`config.mk`:
```
export PLATFORM = sky130hd
export DESIGN_NAME = sp_ram_arbiter
export DESIGN_NICKNAME = d
export VERILOG_FILES = /design/src/rtl/sp_ram_arbiter.sv
export SDC_FILE = /design/constraint.sdc
export NUM_CORES = 1
export LEC_CHECK = 0
export CORE_AREA = 2 2 98 100
export CTS_BUF_LIST = sky130_fd_sc_hd__clkbuf_16
export CTS_CLUSTER_SIZE = 20
export DETAILED_ROUTE_END_ITERATION = 7
export DIE_AREA = 0 0 100 102
export PLACE_DENSITY = 0.61
export RECOVER_POWER = 50
export REMOVE_ABC_BUFFERS = 1
export SYNTH_ARGS = -nofsm -noshare
export SYNTH_HDL_FRONTEND = slang
export SYNTH_SLANG_ARGS = --single-unit
```
`constraint.sdc`:
```
create_clock -name clk_i -period 1.8 [get_ports clk_i]
set_input_delay 0.18 -clock clk_i [delete_from_list [all_inputs] [get_ports clk_i]]
set_output_delay 0.18 -clock clk_i [all_outputs]
set_load 0.02 [all_outputs]
```
`src/rtl/sp_ram_arbiter.sv`:
```
// Arbiter sharing one single-port 32-bit word RAM between an OBI fetch port and an OBI data port.
// Build option: define SP_RAM_ARB_ROUND_ROBIN_EN for round-robin instead of data-first priority.
module sp_ram_arbiter #(
  parameter int unsigned ADDR_WIDTH  = 8,
  parameter int unsigned WAIT_STATES = 0
) (
  input  logic                  clk_i,
  input  logic                  rst_i,
  input  logic                  instr_req_i,
  input  logic [31:0]           instr_addr_i,
  output logic                  instr_gnt_o,
  output logic                  instr_rvalid_o,
  output logic [31:0]           instr_rdata_o,
  output logic                  instr_err_o,
  input  logic                  data_req_i,
  input  logic [31:0]           data_addr_i,
  input  logic                  data_we_i,
  input  logic [3:0]            data_be_i,
  input  logic [31:0]           data_wdata_i,
  output logic                  data_gnt_o,
  output logic                  data_rvalid_o,
  output logic [31:0]           data_rdata_o,
  output logic                  data_err_o,
  output logic                  ram_en_o,
  output logic [ADDR_WIDTH-1:0] ram_addr_o,
  output logic                  ram_we_o,
  output logic [3:0]            ram_be_o,
  output logic [31:0]           ram_wdata_o,
  input  logic [31:0]           ram_rdata_i
);

  typedef enum logic {IDLE, STALL} state_t;

  state_t      state_reg;
  logic [3:0]  cnt_reg;
  logic        winner_data_reg;
  logic        rsp_valid_reg;
  logic        rsp_data_reg;
  logic        rsp_err_reg;
  logic        rsp_read_reg;

  logic        any_req;
  logic        pick_data;
  logic        gnt_any;
  logic        gnt_data;
  logic        gnt_oor;
  logic        ram_hit;
  logic [31:0] sel_addr;
  logic [31:0] rsp_rdata;

  assign any_req = instr_req_i | data_req_i;

`ifdef SP_RAM_ARB_ROUND_ROBIN_EN
  logic last_data_reg;
  // On contention the port that was not granted last wins.
  assign pick_data = data_req_i & (~instr_req_i | ~last_data_reg);
`else
  assign pick_data = data_req_i;
`endif

  // Zero wait states grant straight from IDLE; otherwise the grant comes from the locked winner.
  always_comb begin
    gnt_any  = 1'b0;
    gnt_data = 1'b0;
    if (!rst_i) begin
      if (state_reg == STALL) begin
        gnt_any  = (cnt_reg == 4'd1);
        gnt_data = winner_data_reg;
      end else if (WAIT_STATES == 0) begin
        gnt_any  = any_req;
        gnt_data = pick_data;
      end
    end
  end

  assign sel_addr = gnt_data ? data_addr_i : instr_addr_i;
  assign gnt_oor  = |(sel_addr >> ADDR_WIDTH);
  assign ram_hit  = gnt_any & ~gnt_oor;

  assign instr_gnt_o = gnt_any & ~gnt_data;
  assign data_gnt_o  = gnt_any & gnt_data;

  assign ram_en_o    = ram_hit;
  assign ram_addr_o  = ram_hit ? {sel_addr[ADDR_WIDTH-1:2], 2'b00} : '0;
  assign ram_we_o    = ram_hit & gnt_data & data_we_i;
  assign ram_be_o    = ram_hit ? (gnt_data ? data_be_i : 4'hF) : 4'h0;
  assign ram_wdata_o = (ram_hit & gnt_data) ? data_wdata_i : 32'h0;

  always_ff @(posedge clk_i) begin
    if (rst_i) begin
      state_reg       <= IDLE;
      cnt_reg         <= 4'd0;
      winner_data_reg <= 1'b0;
      rsp_valid_reg   <= 1'b0;
      rsp_data_reg    <= 1'b0;
      rsp_err_reg     <= 1'b0;
      rsp_read_reg    <= 1'b0;
`ifdef SP_RAM_ARB_ROUND_ROBIN_EN
      last_data_reg   <= 1'b0;
`endif
    end else begin
      rsp_valid_reg <= gnt_any;
      rsp_data_reg  <= gnt_data;
      rsp_err_reg   <= gnt_any & gnt_oor;
      rsp_read_reg  <= ram_hit & ~(gnt_data & data_we_i);
`ifdef SP_RAM_ARB_ROUND_ROBIN_EN
      if (gnt_any) begin
        last_data_reg <= gnt_data;
      end
`endif
      case (state_reg)
        IDLE: begin
          if (WAIT_STATES != 0 && any_req) begin
            winner_data_reg <= pick_data;
            cnt_reg         <= 4'(WAIT_STATES);
            state_reg       <= STALL;
          end
        end
        STALL: begin
          cnt_reg <= cnt_reg - 4'd1;
          if (cnt_reg == 4'd1) begin
            state_reg <= IDLE;
          end
        end
        default: state_reg <= IDLE;
      endcase
    end
  end

  // Write and error responses return zero data; reset also masks a response already in flight.
  assign rsp_rdata      = rsp_read_reg ? ram_rdata_i : 32'h0;

  assign instr_rvalid_o = ~rst_i & rsp_valid_reg & ~rsp_data_reg;
  assign instr_rdata_o  = instr_rvalid_o ? rsp_rdata : 32'h0;
  assign instr_err_o    = instr_rvalid_o & rsp_err_reg;

  assign data_rvalid_o  = ~rst_i & rsp_valid_reg & rsp_data_reg;
  assign data_rdata_o   = data_rvalid_o ? rsp_rdata : 32'h0;
  assign data_err_o     = data_rvalid_o & rsp_err_reg;

endmodule

```
* Word-level counts from Yosys, hierarchy flattened
Index checks and enable logic that the tools add are counted.
Word-level totals: RAM bits 0, register bits 9, output and inout bits 116, memories kept 0, word-level logic and storage cells 43, input port bits 137, ROM bits 0, latch bits 0
Cells by class: equal/unequal tests 1, $mul 0, $add $sub $neg 1, $lt $le $gt $ge 0, divide/modulo/power cells 0, shift operators 0, reduce and logical (&&, ||, !) cells 2, mux-type cells 13, bitwise gates (word level) 20
Operators by type and width (count):
- $mux W32 | 5
- $reduce_or A24 Y1 | 1
- $and A1 B1 Y1 | 13
- $mux W4 | 2
- $mux W8 | 1
- $not A1 Y1 | 6
- $mux W1 | 5
- $eq A4 B1 Y1 const B | 1
- $sub A4 B1 Y4 const B | 1
- $reduce_or A2 Y1 | 1
- $or A1 B1 Y1 | 1

* Depth between registers and ports, before layout
depth after elaboration 8, mapped depth 8

* Worst setup path before layout
Ideal clock, no wire load.
path type reg-to-output, start reg cnt_reg[0], end out ram_addr_o[2], cell stages (with the launch flop) 6, arrival 1.858 ns, setup slack -0.238 ns, cells stage by stage dfxtp_1 ha_1 or3b_1 a211o_1 buf_6 a221oi_1
Between the ends: longest elaborated chain between the ends 5
RTL lines:
- start, declared | line 35 | logic [3:0] cnt_reg;
- start signal, assigned | line 115 | cnt_reg <= 4'(WAIT_STATES);
- start signal, assigned | line 120 | cnt_reg <= cnt_reg - 4'd1;
- $eq A4 B1 Y1 | line 67 | gnt_any = (cnt_reg == 4'd1);
- $mux W1 | line 66 | if (state_reg == STALL) begin
- $mux W1 | line 65 | if (!rst_i) begin
- $and A1 B1 Y1 | line 78 | assign ram_hit = gnt_any & ~gnt_oor;
- $mux W8 | line 84 | assign ram_addr_o = ram_hit ? {sel_addr[ADDR_WIDTH-1:2], 2'b00} : '0;
- end, declared | line 25 | output logic [ADDR_WIDTH-1:0] ram_addr_o,
No other way between the ends.

* Worst setup path after layout
start reg cnt_reg[1], end out ram_be_o[3]
Between the ends: longest elaborated chain between the ends 5
RTL lines:
- $eq A4 B1 Y1 | line 67
- $mux W1 | line 66
- $mux W1 | line 65
- $and A1 B1 Y1 | line 78
- $mux W4 | line 86 | assign ram_be_o = ram_hit ? (gnt_data ? data_be_i : 4'hF) : 4'h0;
- end, declared | line 27 | output logic [3:0] ram_be_o,
No other way between the ends.

==> impl_metrics.toml <==
[outcome]
status = "finished, violations left"
violations = "negative setup slack"

[routing]
viasPerCell = 4.28
route.met2.wl_mm = 5.00
wl_met1_mm = 2.91
drt-total-wl_mm = 9.17
initialDrtViolationCount = 38
final_antenna_net_count = 0
first_pass_iters = 4
drc = 0
met3_length_um = 960
vias = 2626
top_layer = "met4"
wire_per_inst_um = 15.0

[finish]
antenna_cells = 0
fin_nets = 642
fin_util_pct = 46.1
largest_reg_flops = 4
area_growth_pct = 201
fillers = 951
multiInputGateArea_um2 = 1210
drive_gt1_share_pct = 35.1
regArea_um2 = 184
stdcell_count = 613

[yosys]
synth_cell_types = 34
synth_edf_count = 0
synthTopCellsByArea = "nor2_1, and2_1, dfxtp_1"
syn_inst = 238
synth_area_per_cell_um2 = 5.85
yosysTopAreaCell = "nor2_1"
yosysTopAreaCellShare_pct = 19.4
ys.flop_type = "dfxtp_1"
yosysWarnings = 0
ys_ff_latch = 9
async_reset_ff_share_pct = 0
synth_most_common_cell = "nor2_1"
ys_seq_area_share_pct = 12.9
yosys-top-cells-count = "nor2_1, nand2_1, and2_1"
syn_area_um2 = 1390

[job]
cap_violations = 0

[clock_network]
clock_latency_ns = 0.23
cts-root-buf = "clkbuf_16"
cts_tree = "built"
clk_path_buf_depth = 2
cts.htree.levels = 1
numCtsBuffers = 3
clk_pin_slew_worst_paths_ns = 0.04
cts.sinks = 9

[pwr]
p_sw_share_pct = 22.1
power.switching_uw = 222
p_leak_nw = 1.83
power.share.clock_pct = 37.9
p_seq_share_pct = 20.5
pwr-share-comb_pct = 41.6
internal_power_uw = 781
ir_drop_v = 0.000169
p_per_area_nw_per_um2 = 239
finalPower_mw = 1.00

[floorplan]
num_io_pins = 253
core_area_um2 = 9110
die_area_um2 = 10200
die_w_um = 100
rows = 35
die_h_um = 102
initial_utilization_pct = 15.3

[grt]
grt_pass1_vias = 2617
grt_max_degree = 35
antenna_found_initial = 0
grt_first_pass_wirelength_mm = 13.1
grt_usage_pct = 16.3
overflow = 0

[worst_setup_path]
reg2reg_to = "rsp_read_reg"
path_max_fanout = 5
rr_worst_depth = 8
cp.required_ns = 1.62
end_kind = "primary output"
reg2reg_slack_ns = 0
start_kind = "flop"
slowest_stage = "or3b_4"
max_stage_delay_ns = 0.37
rr_startpoint = "cnt_reg[1]"
path_cells = "inv_2 -> ha_4 -> or3b_4 -> a211o_1 -> buf_6 -> inv_8 -> o21ai_2 -> a21oi_2 -> buf_4"
path_class = "flop to primary output"
cp_data_arrival_time_ns = 1.93

[place]
routabilityCongestion = 0.767
dpl.hpwl_mm = 7.61
dp.cells = 599
dp_slack_ns = -0.828
port_buffers = 246

[worst_hold_path]
holdPathEnd = "cnt_reg[0]"
hold_start = "rst_i"
min_path_cells = 4
hp-class = "input port to flop"

[timing]
fin_crit_sh_pct = 117
maxSlewViolCount = 0
fin_skew_ns = 0.000800
final.setup.worst_slack_ns = -0.315
finalHoldViolCount = 0
whs_ns = 0.529
finalSetupViolCount = 27
period_minus_slack_ns = 2.11
fmax_mhz = 473
rsz0062_at_grt = "yes"
[timing repair]
item,CTS,global route
hold buffers,0,0
pin swaps,15,8
endpoints found under the setup margin,115,86
buffers inserted,5,3
gates resized for setup,452,109
cloned,2,1
[power by group through the flow]
stage / combinational [mW] / sequential [mW] / clock, mW
after detailed placement: 0.408 / 0.209 / 0
after global placement: 0.406 / 0.210 / 0
after global routing: 0.446 / 0.206 / 0.402
final: 0.417 / 0.206 / 0.381
after CTS: 0.402 / 0.206 / 0.386
after floorplan: 0.0626 / 0.209 / 0
[area by class of cell]
cell class | instances | area share, %
multi-input cells | 200 | 28.8
flip-flops and latches | 9 | 4.38
clock inverters | 1 | 0.0895
well taps | 111 | 3.31
clock buffers | 3 | 1.79
inverters | 8 | 0.895
repair buffers | 281 | 60.7
[cell usage in the layout, fill, tap and decap left out, types with 7 or more instances in the layout]
cell | synthesis | final
buf_4 | 3 | 44
and2_4 | 0 | 12
clkdlybuf4s15_1 | 0 | 26
and2_1 | 32 | 20
nor2_1 | 72 | 70
buf_2 | 6 | 35
clkdlybuf4s50_1 | 0 | 106
nand2_1 | 46 | 46
a221oi_2 | 4 | 7
clkbuf_1 | 7 | 7
dlygate4sd2_1 | 0 | 17
clkbuf_2 | 3 | 9
buf_6 | 2 | 26
[per-layer routing]
metal | vias to the layer above | track usage [%]
met4 | 0 | 5.27
li1 | 1293 | -
met5 | - | 0
met2 | 166 | 34.1
met1 | 1149 | 15.2
met3 | 18 | 4.17
[worst max-delay path: cells and delay by family (launching register included)]
family	cells	cell delay, ns
adder cells (fa/ha/maj)	1	0.11
AND/OR/NAND/NOR	1	0.37
flip-flops	1	0.31
AO/OA/AOI/OAI	3	0.46
buffers and inverters	4	0.45
[metrics by stage]
step           area (um2)  TNS, ns
2_1_floorplan        1280   -16.88
3_3_place_gp         4120   -63.96
3_5_place_dp         4120   -64.40
4_1_cts              4150    -3.39
5_1_grt              4200    -7.66
6_report             4200    -3.91
[worst max path at each step]
stage / startpoint / to / slack, ns / depth (start not counted)
2_1_floorplan: state_reg / ram_addr_o[2] / -0.62 / 5
6_report: cnt_reg[1] / ram_be_o[3] / -0.31 / 9
5_1_grt: cnt_reg[1] / ram_addr_o[4] / -0.38 / 7
4_1_cts: cnt_reg[1] / ram_be_o[1] / -0.31 / 9
3_3_place_gp: instr_addr_i[14] / ram_addr_o[3] / -0.80 / 7
3_5_place_dp: instr_addr_i[14] / ram_addr_o[2] / -0.83 / 7
[cells by family after synthesis]
kind of cell / Yosys count / share of synthesized area [%]
buf+inv: 30 / 11.1
other cells: 1 / 0.269
flops: 9 / 12.9
fa+ha+maj: 2 / 1.80
xor+xnor: 3 / 1.89
simple gates: 175 / 59.2
compound gates: 18 / 12.8
Note: power is estimated with default switching activity, not from simulation.
